[src/rtl/divisor8x4.sv]
// divisor8x4: 8-bit by 4-bit unsigned restoring shift-subtract divider.
module divisor8x4 (
  input  logic       clk,
  input  logic       rst,
  input  logic       init,
  input  logic [7:0] DV,
  input  logic [3:0] DR,
  output logic [7:0] Q,
  output logic [3:0] R,
  output logic       done,
  output logic       dz
);
  typedef enum logic [2:0] {IDLE, LOAD, SHIFT, SUB, DONE} state_t;
  state_t      state_q, state_d;
  logic [4:0]  a_q, a_d, a_sub;
  logic [7:0]  qr_q, qr_d, qr_sub;
  logic [3:0]  b_q, b_d;
  logic [2:0]  iter_q, iter_d;
  logic [7:0]  q_q, q_d;
  logic [3:0]  r_q, r_d;
  logic        dz_q, dz_d, ge;
  always_comb begin
    ge      = a_q >= {1'b0, b_q};
    a_sub   = ge ? a_q - {1'b0, b_q} : a_q;
    qr_sub  = {qr_q[7:1], ge};
    state_d = state_q;
    a_d     = a_q;
    qr_d    = qr_q;
    b_d     = b_q;
    iter_d  = iter_q;
    q_d     = q_q;
    r_d     = r_q;
    dz_d    = dz_q;
    case (state_q)
      IDLE: state_d = init ? LOAD : IDLE;
      LOAD: begin
        a_d     = '0;
        qr_d    = DV;
        b_d     = DR;
        iter_d  = '0;
        state_d = (DR == '0) ? DONE : SHIFT;
        if (DR == '0) begin
          q_d  = 8'hFF;
          r_d  = 4'hF;
          dz_d = 1'b1;
        end
      end
      SHIFT: begin
        {a_d, qr_d} = {a_q[3:0], qr_q, 1'b0};
        state_d     = SUB;
      end
      SUB: begin
        a_d     = a_sub;
        qr_d    = qr_sub;
        iter_d  = iter_q + 3'd1;
        state_d = (iter_q == 3'd7) ? DONE : SHIFT;
        // Result captured from the final subtract as the FSM enters DONE
        if (iter_q == 3'd7) begin
          q_d  = qr_sub;
          r_d  = a_sub[3:0];
          dz_d = 1'b0;
        end
      end
      DONE:    state_d = IDLE;
      default: state_d = IDLE;
    endcase
  end
  always_ff @(posedge clk or negedge rst) begin
    if (!rst) begin
      state_q <= IDLE;
      a_q     <= '0;
      qr_q    <= '0;
      b_q     <= '0;
      iter_q  <= '0;
      q_q     <= '0;
      r_q     <= '0;
      dz_q    <= 1'b0;
    end else begin
      state_q <= state_d;
      a_q     <= a_d;
      qr_q    <= qr_d;
      b_q     <= b_d;
      iter_q  <= iter_d;
      q_q     <= q_d;
      r_q     <= r_d;
      dz_q    <= dz_d;
    end
  end
  assign Q    = q_q;
  assign R    = r_q;
  assign dz   = dz_q;
  assign done = (state_q == DONE);
endmodule

[config.mk]
export PLATFORM = sky130hd
export DESIGN_NAME = divisor8x4
export DESIGN_NICKNAME = d
export VERILOG_FILES = /design/src/rtl/divisor8x4.sv
export SDC_FILE = /design/constraint.sdc
export NUM_CORES = 1
export LEC_CHECK = 0
export ABC_AREA = 1
export BUFFER_PORTS_ARGS = -buffer_cell sky130_fd_sc_hd__buf_2
export CELL_PAD_IN_SITES_DETAIL_PLACEMENT = 1
export CELL_PAD_IN_SITES_GLOBAL_PLACEMENT = 1
export CORE_ASPECT_RATIO = 1.25
export CORE_MARGIN = 2
export CORE_UTILIZATION = 44
export CTS_BUF_LIST = sky130_fd_sc_hd__clkbuf_8 sky130_fd_sc_hd__clkbuf_16
export DETAILED_ROUTE_END_ITERATION = 8
export HOLD_SLACK_MARGIN = 0.1
export PLACE_DENSITY = 0.91
export SKIP_CTS_REPAIR_TIMING = 1
export SYNTH_ARGS = -nofsm -noshare
export SYNTH_HDL_FRONTEND = slang
export SYNTH_SLANG_ARGS = --single-unit
[constraint.sdc]
create_clock -name clk -period 2.8 [get_ports clk]
set_clock_uncertainty 0.05 [all_clocks]
set_input_delay 0.42 -clock clk [delete_from_list [all_inputs] [get_ports clk]]
set_output_delay 0.42 -clock clk [all_outputs]
set_load 0.05 [all_outputs]
==> results of run 1 <==
==> report_power, final <==
| group | switching, W | internal [W] |
|---|---|---|
| combinational | 0.00112 | 0.000513 |
| sequential | 0.000173 | 0.000745 |
| clock | 0.000199 | 0.000264 |
==> per-stage QoR <==
stage | hold slack [ns] | total power (W) | instances
after global routing | 0.214 | 0.00332 | 323
after CTS | 0.191 | 0.00306 | 323
after detailed placement | 0.397 | 0.00257 | 315
after floorplan | 0.0744 | 0.00219 | 234
after global placement | 0.390 | 0.00250 | 315
final | 0.158 | 0.00302 | 323
==> critical path, delay by kind of cell (launching register included) <==
kind / cells / cell delay (ns)
DFF: 1 / 0.44
and+or+nand+nor: 6 / 0.68
buffers and inverters: 1 / 0.03
adders and majority gates: 1 / 0.40
AOI/OAI and AO/OA: 1 / 0.19
==> Yosys cell counts <==
| library cell | n | area (sq um) |
|---|---|---|
| nand4_1 | 2 | 12.5 |
| dfrtp_1 | 36 | 901 |
| a31oi_1 | 7 | 43.8 |
| ha_1 | 6 | 75.1 |
| nor2_2 | 1 | 6.26 |
| o21a_1 | 1 | 7.51 |
| o211ai_1 | 1 | 7.51 |
| buf_2 | 2 | 10.0 |
| inv_2 | 6 | 22.5 |
| nand2_2 | 3 | 18.8 |
| nor2_8 | 1 | 20.0 |
| nand3b_1 | 1 | 7.51 |
| nand3_1 | 26 | 130 |
| nor2_1 | 33 | 124 |
| xnor2_1 | 1 | 8.76 |
| fa_1 | 1 | 20.0 |
| buf_4 | 1 | 7.51 |
| inv_1 | 29 | 109 |
| o21ai_0 | 7 | 35.0 |
| inv_4 | 1 | 6.26 |
| nand2_8 | 1 | 20.0 |
| nand2_1 | 58 | 218 |
| nor3_1 | 1 | 5.00 |
| a21oi_1 | 2 | 10.0 |
| a22o_1 | 2 | 17.5 |
| nand2_4 | 2 | 22.5 |
| nor2_4 | 2 | 22.5 |
==> layout make-up <==
type	count	area (sq um)	share of cell area
Sequential cell	36	901	0.411
Inverter	36	138	0.0628
Clock buffer	5	68.8	0.0314
Tap cell	56	70.1	0.0320
Clock inverter	3	42.5	0.0194
Multi-Input combinational cell	159	832	0.380
Timing Repair Buffer	28	140	0.0639
==> logic make-up (layout without fill, tap and decap cells) <==
group	Yosys count	after routing
AOI/OAI and AO/OA	20	20
buffers and inverters	39	72
xor gates and xnor gates	1	1
adders and majority gates	7	7
and+or+nand+nor	131	131
DFF	36	36
==> path summary, 6_finish.rpt <==
path,start,to,slack [ns]
worst max-delay path,a_q[2],R[3],0.90
worst min-delay path,rst,b_q[2],0.16
worst max register to register,a_q[2],R[3],0.90
worst min register to register,state_q[0],state_q[0],0.42
max in group asynchronous,rst,R[3],2.03
min in group clk,DV[6],qr_q[6],0.34
==> metal layers <==
| metal | wire, microns | track usage |
|---|---|---|
| met3 | 147 | 0.0484 |
| met4 | 119 | 0.102 |
| met1 | 1920 | 0.234 |
| met5 | 0 | 0 |
| met2 | 2300 | 0.383 |
==> state kept, by name, summed over array words and instances, names as in the netlist <==
register,cells
Q,8
dz,1
qr_q,8
state_q,3
iter_q,3
R,4
b_q,4
a_q,5
==> key figures, run 1 <==
Outcome
  • Status: completed

Logic synthesis
  • Flops & latches, synth: 36
  • Syn Area/Cell: 8.07 sq um
  • Seq/Total Area, Yosys: 0.477
  • Syn Nets: 256
  • Combinational family with the most area after synthesis: simple AND/OR/NAND/NOR gates
  • Synth Area in XOR/XNOR: 0.00464
  • Number of distinct library cells after synthesis: 27
  • Synthesized instance count: 234
  • Simple-gate share of the synthesized area: 0.321
  • Post-synthesis compound-gate area fraction: 0.0643
  • Adder-Cell Fraction of Synth Area: 0.0504
  • Synth warn: 0
  • Mux share of post-synthesis cell area: 0
  • Post-Syn Area: 0.00189 sq mm

GRT
  • Initial antenna violation count: 0
  • Gr ovfl total: 0
  • Vias in the first global route: 1790
  • First-pass GRT wire length: 8070 microns
  • All-layer global routing usage: 0.213
  • Largest net degree at the start of global routing: 37

Setup path
  • Critical path's slowest cell: dfrtp_1
  • Crit path largest cell delay: 0.44 ns
  • WP data required: 2.94 ns
  • Worst R2R Path Depth: 9
  • Critical Path Sink Type: flop
  • Worst path arrival time: 2.04 ns
  • Crit path cell chain: ha_1 > a21oi_1 > nand2_1 > nand2_2 > nand2_2 > nand2_1 > nand3_1 > nand2_1 > inv_1
  • Startpoint class of the critical path: flop
  • Worst-path fanout max: 9
  • Most frequent cell on the critical path: nand2_1
  • Crit path kind: flop to flop

Pwr
  • Lkg Pwr: 1.15 nW
  • Maximum VDD drop: 0.608 mV
  • Power Density: 1380 mW/mm^2

Floorplanning
  • Core area: 0.00410 sq mm
  • Initial Utilization: 0.461
  • Die Width: 62.6 microns
  • FP Rows: 26
  • Die area: 0.00483 sq mm
  • Die Height: 77.2 microns
  • IO Pins: 29

CTS
  • Total CTS buffers: 5
  • Clock Sinks: 36
  • CTS clk-pin slew, worst paths: 0.08 ns
  • Root Buffer: clkbuf_8
  • H-tree depth: 2
  • Clock buffer depth: 2
  • CTS tree: done
  • Clock insertion delay at the later pin of the skew report: 0.29 ns

Route
  • Via count: 1614
  • Per-cell routed wire length: 13.9 microns
  • Routed Antenna Nets: 0
  • DR DRC count: 0
  • Pre-Repair DR Iteration Count: 4
  • Via-to-Cell Ratio: 5.00
  • Drt total wl: 4480 microns
  • Initial DRC count: 61

Placement
  • Routability cong.: 0.912
  • Dpl cell area: 0.00208 sq mm
  • DPL Wire Length: 3380 microns
  • IO buf count: 28
  • Pre-CTS WS: 0.903 ns

Timing
  • PnR worst setup slack: 0.899 ns
  • Setup TNS: 0 ns
  • Final Slew Violations: 0
  • Minimum clock period: 1.90 ns
  • Rel. slew slack: 0.468
  • Slew @ Worst Pin: 0.798 ns
  • Final Cycle Share: 0.679
  • Final setup vio count: 0
  • Max Fclk: 526 MHz
  • Hold Violations, Final: 0
  • RSZ-0062 raised after global routing: no

Layout
  • Fillers: 544
  • Nets: 288
  • Layout cells sized above 1: 0.199
  • N_diodes: 0
  • Final Cell Area: 0.00219 sq mm
  • Most common cell after layout, fill and taps aside: nand2_1
  • Area delta synth->final: 16.1%
  • Final core occ: 0.535
  • Most frequent cells in the layout: nand2_1 (58), dfrtp_1 (36), nor2_1 (33)

Run
  • Max cap viols: 0

Worst hold path
  • Hold Path Class: primary input to asynchronous set/reset pin
Power figures use the tool's default switching activity.
==> run 2, diff against run 1 <==
--- a/config.mk
+++ b/config.mk
@@ -11,11 +11,11 @@
 export CELL_PAD_IN_SITES_GLOBAL_PLACEMENT = 1
 export CORE_ASPECT_RATIO = 1.25
 export CORE_MARGIN = 2
-export CORE_UTILIZATION = 44
+export CORE_UTILIZATION = 37
 export CTS_BUF_LIST = sky130_fd_sc_hd__clkbuf_8 sky130_fd_sc_hd__clkbuf_16
 export DETAILED_ROUTE_END_ITERATION = 8
 export HOLD_SLACK_MARGIN = 0.1
-export PLACE_DENSITY = 0.91
+export PLACE_DENSITY = 0.82
 export SKIP_CTS_REPAIR_TIMING = 1
 export SYNTH_ARGS = -nofsm -noshare
 export SYNTH_HDL_FRONTEND = slang
==> constraint.sdc (replaced) <==
create_clock -name clk -period 1.6 [get_ports clk]
set_clock_uncertainty 0.05 [all_clocks]
set_input_delay 0.24 -clock clk [delete_from_list [all_inputs] [get_ports clk]]
set_output_delay 0.24 -clock clk [all_outputs]
set_load 0.05 [all_outputs]
==> run 2 against run 1 <==
Net effect: the flow now finishes with violations (setup timing); via count increased by 3.8%; largest power group unchanged; flip-flop and latch count unchanged; final area increased by 12%; global-route usage decreased by 2.7 points; combinational power increased by 130%; total power increased by 100%; routed wire length increased by 8.4%; sequential share of layout area decreased by 4.4 points; utilization decreased by 4.4 points.
==> key figures, run 2 (synthesized netlist as in run 1, its figures left out) <==
Outcome
  • Status: finished with violations
  • Failing checks: setup timing

Timing
  • Minimum clock period: 1.64 ns (-0.257 ns)
  • RSZ-0062 raised after global routing: yes
  • Fin Hold WS: 0.155 ns (-0.00306 ns)
  • Final Cycle Share: 1.03 (+0.349)
  • Hold Violations, Final: 0 (unchanged)
  • Slew @ Worst Pin: 0.272 ns (-0.527 ns)
  • Max Fclk: 608 MHz (+16%)
  • Final setup vio count: 2 (+2)
  • Rel. slew slack: 0.818 (+0.350)
  • Setup TNS: -0.0652 ns (-0.0652 ns)
  • PnR worst setup slack: -0.0441 ns (-0.943 ns)
  • Final Slew Violations: 0 (unchanged)

GRT
  • Initial antenna violation count: 0 (unchanged)
  • Vias in the first global route: 1792 (+0.11%)
  • First-pass GRT wire length: 8000 microns (-0.85%)
  • Largest net degree at the start of global routing: 37 (unchanged)
  • Gr ovfl total: 0 (unchanged)
  • All-layer global routing usage: 0.186 (-0.0269)

Setup path
  • Worst-path fanout max: 3 (-6)
  • Startpoint class of the critical path: flop
  • Crit path kind: flop to flop
  • Critical Path Sink Type: flop
  • Worst path arrival time: 1.78 ns (-0.26 ns)
  • WP data required: 1.73 ns (-1.21 ns)

Layout
  • Finished Layout Cells: 346 (+7.1%)
  • Most common cell after layout, fill and taps aside: nand2_1
  • Final Cell Area: 0.00246 sq mm (+12%)
  • Layout cells sized above 1: 0.303 (+0.104)
  • N_diodes: 0 (unchanged)
  • Area delta synth->final: 30.1%
  • Nets: 305 (+5.9%)
  • Most frequent cells in the layout: nand2_1 (57), dfrtp_1 (35), nor2_1 (33)

Route
  • DR DRC count: 0 (unchanged)
  • Routed Antenna Nets: 0 (unchanged)
  • Drt total wl: 4860 microns (+8.4%)
  • Pre-Repair DR Iteration Count: 5 (+1)
  • Via-to-Cell Ratio: 4.84 (-3.1%)
  • Per-cell routed wire length: 14.0 microns (+1.2%)
  • Initial DRC count: 33 (-46%)
  • Via count: 1676 (+3.8%)

CTS
  • Root Buffer: clkbuf_8
  • Total CTS buffers: 5 (unchanged)
  • Clock insertion delay at the later pin of the skew report: 0.29 ns (about the same)
  • CTS clk-pin slew, worst paths: 0.08 ns (about the same)
  • H-tree depth: 2 (unchanged)
  • Clock buffer depth: 2 (unchanged)
  • Clock Sinks: 36 (unchanged)
  • CTS tree: done

Placement
  • Dpl cell area: 0.00221 sq mm (+6.4%)
  • Routability cong.: 0.851 (-6.6%)
  • DPL Wire Length: 3400 microns (+0.49%)
  • IO buf count: 28 (unchanged)
  • Dpl cells: 334 (+6.0%)

Floorplanning
  • IO Pins: 29 (unchanged)
  • Die Width: 67.9 microns (+8.5%)
  • Die Height: 83.9 microns (+8.6%)
  • Core area: 0.00501 sq mm (+22%)
  • FP Rows: 29 (+12%)
  • Initial Utilization: 0.377 (-0.0836)
  • Die area: 0.00569 sq mm (+18%)

Pwr
  • Lkg Pwr: 1.25 nW (+8.7%)
  • Power Density: 2500 mW/mm^2 (+81%)
  • Maximum VDD drop: 1.03 mV (+69%)

Run
  • Max cap viols: 0 (unchanged)

Worst hold path
  • Hold Path Class: primary input to flop
[run 2: cell types whose count changed in the layout (fill, tap and decap cells not counted), moves of 2 or more]
cell,before,now
buf_4,0,13
buf_6,0,2
ha_1,6,2
ha_4,0,4
nand3_1,26,20
nand3_2,0,6
[run 2: per-layer routing]
layer / global-route usage / vias up / routed length (microns)
li1: - / 836 / -
met5: 0 / - / 0
met3: 0.0364 / 11 / 114
met4: 0.0745 / 0 / 115
met1: 0.224 / 806 / 2060
met2: 0.316 / 23 / 2570
[run 2: cell type report]
class	instances	area, sq um
inverter	36	138
fill	613	2550
clock inverter	3	42.5
clock buffer	5	68.8
timing repair buffer	45	293
multi-input combinational	159	935
tap	62	77.6
sequential	36	902
[run 2: worst paths after layout]
path / end / cells past startpoint / slack, ns / from
hold / removal: qr_q[4] / 3 / 0.15 / DV[4]
min in group asynchronous: a_q[2] / 3 / 0.40 / rst
max in group asynchronous: a_q[3] / 3 / 0.91 / rst
setup / recovery: a_q[4] / 7 / -0.04 / a_q[1]
setup reg to reg: a_q[4] / 7 / -0.04 / a_q[1]
hold reg to reg: state_q[0] / 1 / 0.42 / state_q[0]
[run 2: metrics by stage]
step,utilization,setup WS (ns),power [W]
after global placement,0.442,-0.0298,0.00470
after CTS,0.464,-0.0909,0.00570
after global routing,0.491,-0.110,0.00670
after detailed placement,0.442,-0.0319,0.00482
after floorplan,-,0.00190,0.00388
final,0.491,-0.0441,0.00613
[run 2: worst max-delay path, stage by stage (launching register included)]
cell and delay (ns):
dfrtp_1 0.45, inv_1 0.12, fa_2 0.43, nand3b_1 0.22, nand2_1 0.09, nand2_1 0.05, nand4_1 0.06, nand3_1 0.07
[run 2: power breakdown]
group | switching [W] | internal [W] | total [W]
clock | 0.000355 | 0.000461 | 0.000816
sequential | 0.000282 | 0.00131 | 0.00159
combinational | 0.00231 | 0.00142 | 0.00373
total | 0.00294 | 0.00319 | 0.00613
==> run 3, diff against run 2 <==
--- a/config.mk
+++ b/config.mk
@@ -10,12 +10,13 @@
 export CELL_PAD_IN_SITES_DETAIL_PLACEMENT = 1
 export CELL_PAD_IN_SITES_GLOBAL_PLACEMENT = 1
 export CORE_ASPECT_RATIO = 1.25
-export CORE_MARGIN = 2
+export CORE_MARGIN = 10
 export CORE_UTILIZATION = 37
 export CTS_BUF_LIST = sky130_fd_sc_hd__clkbuf_8 sky130_fd_sc_hd__clkbuf_16
 export DETAILED_ROUTE_END_ITERATION = 8
 export HOLD_SLACK_MARGIN = 0.1
 export PLACE_DENSITY = 0.82
+export RECOVER_POWER = 50
 export SKIP_CTS_REPAIR_TIMING = 1
 export SYNTH_ARGS = -nofsm -noshare
 export SYNTH_HDL_FRONTEND = slang
==> run 3 against run 2 <==
Net effect: the flow still finishes with violations (setup timing); routed wire length grew 8.2%; via count grew 2.1%; count of clock-buffer cells in the layout is the same; non-clock buffer count grew 3; first-iteration DRC count grew 45%; final area is the same; worst hold slack lost 0.0065 ns; flip-flop and latch count is the same; global-route usage shrank 5.9 points; critical path type unchanged; critical endpoint is now a_q[2].
==> key figures, run 3 (synthesized netlist as in run 1, its figures left out) <==
Pwr
  • Power Density: 2500 mW/mm^2 (+0.23%)
  • Lkg Pwr: 1.25 nW (+0.18%)
  • Maximum VDD drop: 1.07 mV (+4.4%)

Timing
  • Max Fclk: 581 MHz (-4.6%)
  • Fin Hold WS: 0.148 ns (-0.00646 ns)
  • Final Slew Violations: 0 (unchanged)
  • Slew @ Worst Pin: 0.908 ns (+0.636 ns)
  • RSZ-0062 raised after global routing: yes
  • Final Cycle Share: 1.08 (+0.0490)
  • Minimum clock period: 1.72 ns (+0.0784 ns)
  • Rel. slew slack: 0.395 (-0.424)
  • Hold Violations, Final: 0 (unchanged)
  • PnR worst setup slack: -0.122 ns (-0.0784 ns)
  • Final setup vio count: 3 (+1)

Placement
  • DPL Wire Length: 3900 microns (+15%)
  • Dpl cells: 336 (+0.60%)
  • IO buf count: 28 (unchanged)
  • Routability cong.: 0.838 (-1.5%)

Route
  • Drt total wl: 5260 microns (+8.2%)
  • DR DRC count: 0 (unchanged)
  • Initial DRC count: 48 (+45%)
  • Per-cell routed wire length: 15.1 microns (+7.3%)
  • Pre-Repair DR Iteration Count: 4 (-1)
  • Routed Antenna Nets: 0 (unchanged)
  • Via-to-Cell Ratio: 4.90 (+1.2%)
  • Via count: 1711 (+2.1%)

GRT
  • Grt met1 use: 0.126 (-0.0980)
  • M3 GR Usage: 0.0348 (-0.00159)
  • Largest net degree at the start of global routing: 37 (unchanged)
  • All-layer global routing usage: 0.126 (-0.0594)
  • Grt peak-use layer: met2
  • Vias in the first global route: 1862 (+3.9%)
  • GRT met2 Usage: 0.236 (-0.0792)
  • Gr ovfl total: 0 (unchanged)
  • Initial antenna violation count: 0 (unchanged)
  • First-pass GRT wire length: 8710 microns (+8.9%)

Layout
  • Most frequent cells in the layout: nand2_1 (54), dfrtp_1 (35), nor2_1 (31)
  • Finished Layout Cells: 349 (+0.87%)
  • N_diodes: 0 (unchanged)
  • Most common cell after layout, fill and taps aside: nand2_1
  • Nets: 308 (+0.98%)
  • Area delta synth->final: 30.1% (unchanged)
  • Layout cells sized above 1: 0.317 (+0.0143)

Worst hold path
  • Hold Path Class: primary input to flop

Setup path
  • R2R Setup Slk: -0.12 ns (-0.08 ns)
  • WP data required: 1.77 ns (+0.04 ns)
  • Worst path arrival time: 1.89 ns (+0.11 ns)
  • Startpoint class of the critical path: flop
  • Worst-path fanout max: 2 (-1)
  • Crit path kind: flop to flop
  • Critical Path Sink Type: flop

CTS
  • Clock buffer depth: 2 (unchanged)
  • H-tree depth: 2 (unchanged)
  • Root Buffer: clkbuf_8
  • Total CTS buffers: 5 (unchanged)
  • Clock insertion delay at the later pin of the skew report: 0.30 ns (about the same)
  • CTS tree: done
  • CTS clk-pin slew, worst paths: 0.08 ns (about the same)
  • Clock Sinks: 36 (unchanged)

Floorplanning
  • Die Width: 83.9 microns (+24%)
  • FP Rows: 29 (unchanged)
  • Die area: 0.00838 sq mm (+47%)
  • Die Height: 99.9 microns (+19%)
  • Core area: 0.00501 sq mm (unchanged)
  • IO Pins: 29 (unchanged)
  • Initial Utilization: 0.377 (unchanged)

Outcome
  • Status: finished with violations
  • Failing checks: setup timing

Run
  • Max cap viols: 0 (unchanged)
run 3: cell count changes in the layout (fill, tap and decap cells not counted), moves of 2 or more:
| cell | delta |
|---|---|
| nand3_2 | -2 |
| inv_1 | -2 |
| clkbuf_1 | +2 |
| nand3_1 | +2 |
| buf_2 | -2 |
| nand2_2 | +2 |
| nor2_1 | -2 |
| inv_2 | +2 |
| buf_4 | +3 |
| nand2_1 | -3 |
run 3: stage by stage:
step                cell area [sq um]  setup TNS, ns  total power, W   util  setup slack (ns)
CTS                              2300         -0.522         0.00566  0.460            -0.142
floorplan                        1900              0         0.00388      -           0.00190
detailed placement               2220         -0.400         0.00496  0.443            -0.108
finish                           2460         -0.196         0.00615  0.491            -0.122
global placement                 2220        -0.0595         0.00478  0.443           -0.0356
global route                     2460         -0.667         0.00672  0.491            -0.143
run 3: layout make-up:
| type | count | area, sq um |
|---|---|---|
| clock buffer | 5 | 68.8 |
| clock inverter | 3 | 18.8 |
| fill | 624 | 2550 |
| inverter | 36 | 138 |
| multi-input combinational | 159 | 953 |
| sequential | 36 | 902 |
| tap | 62 | 77.6 |
| timing repair buffer | 48 | 298 |
run 3: power breakdown:
part | switching, W | total (W) | internal (W)
logic | 0.00242 | 0.00391 | 0.00148
clock network | 0.000345 | 0.000648 | 0.000303
registers | 0.000283 | 0.00159 | 0.00131
total | 0.00305 | 0.00615 | 0.00309
run 3: metal layers:
metal,part of all wire,vias to the layer above
met5,0,-
met4,0.020,0
met3,0.034,9
met2,0.55,20
met1,0.40,835
li1,-,847
run 3: final timing paths:
path | cells after the start | endpoint | start
max in group asynchronous | 3 | a_q[1] | rst
min in group asynchronous | 3 | Q[0] | rst
min | 3 | state_q[0] | init
max reg2reg | 8 | a_q[2] | a_q[0]
max | 8 | a_q[2] | a_q[0]
min reg2reg | 1 | state_q[0] | state_q[0]
run 3: worst max-delay path, cell delays in order, from the launching register on:
cell     delay, ns
dfrtp_1       0.36
inv_2         0.07
ha_4          0.16
fa_2          0.37
xnor2_1       0.31
inv_1         0.08
nand2_1       0.07
nand3_1       0.06
nand3_1       0.11
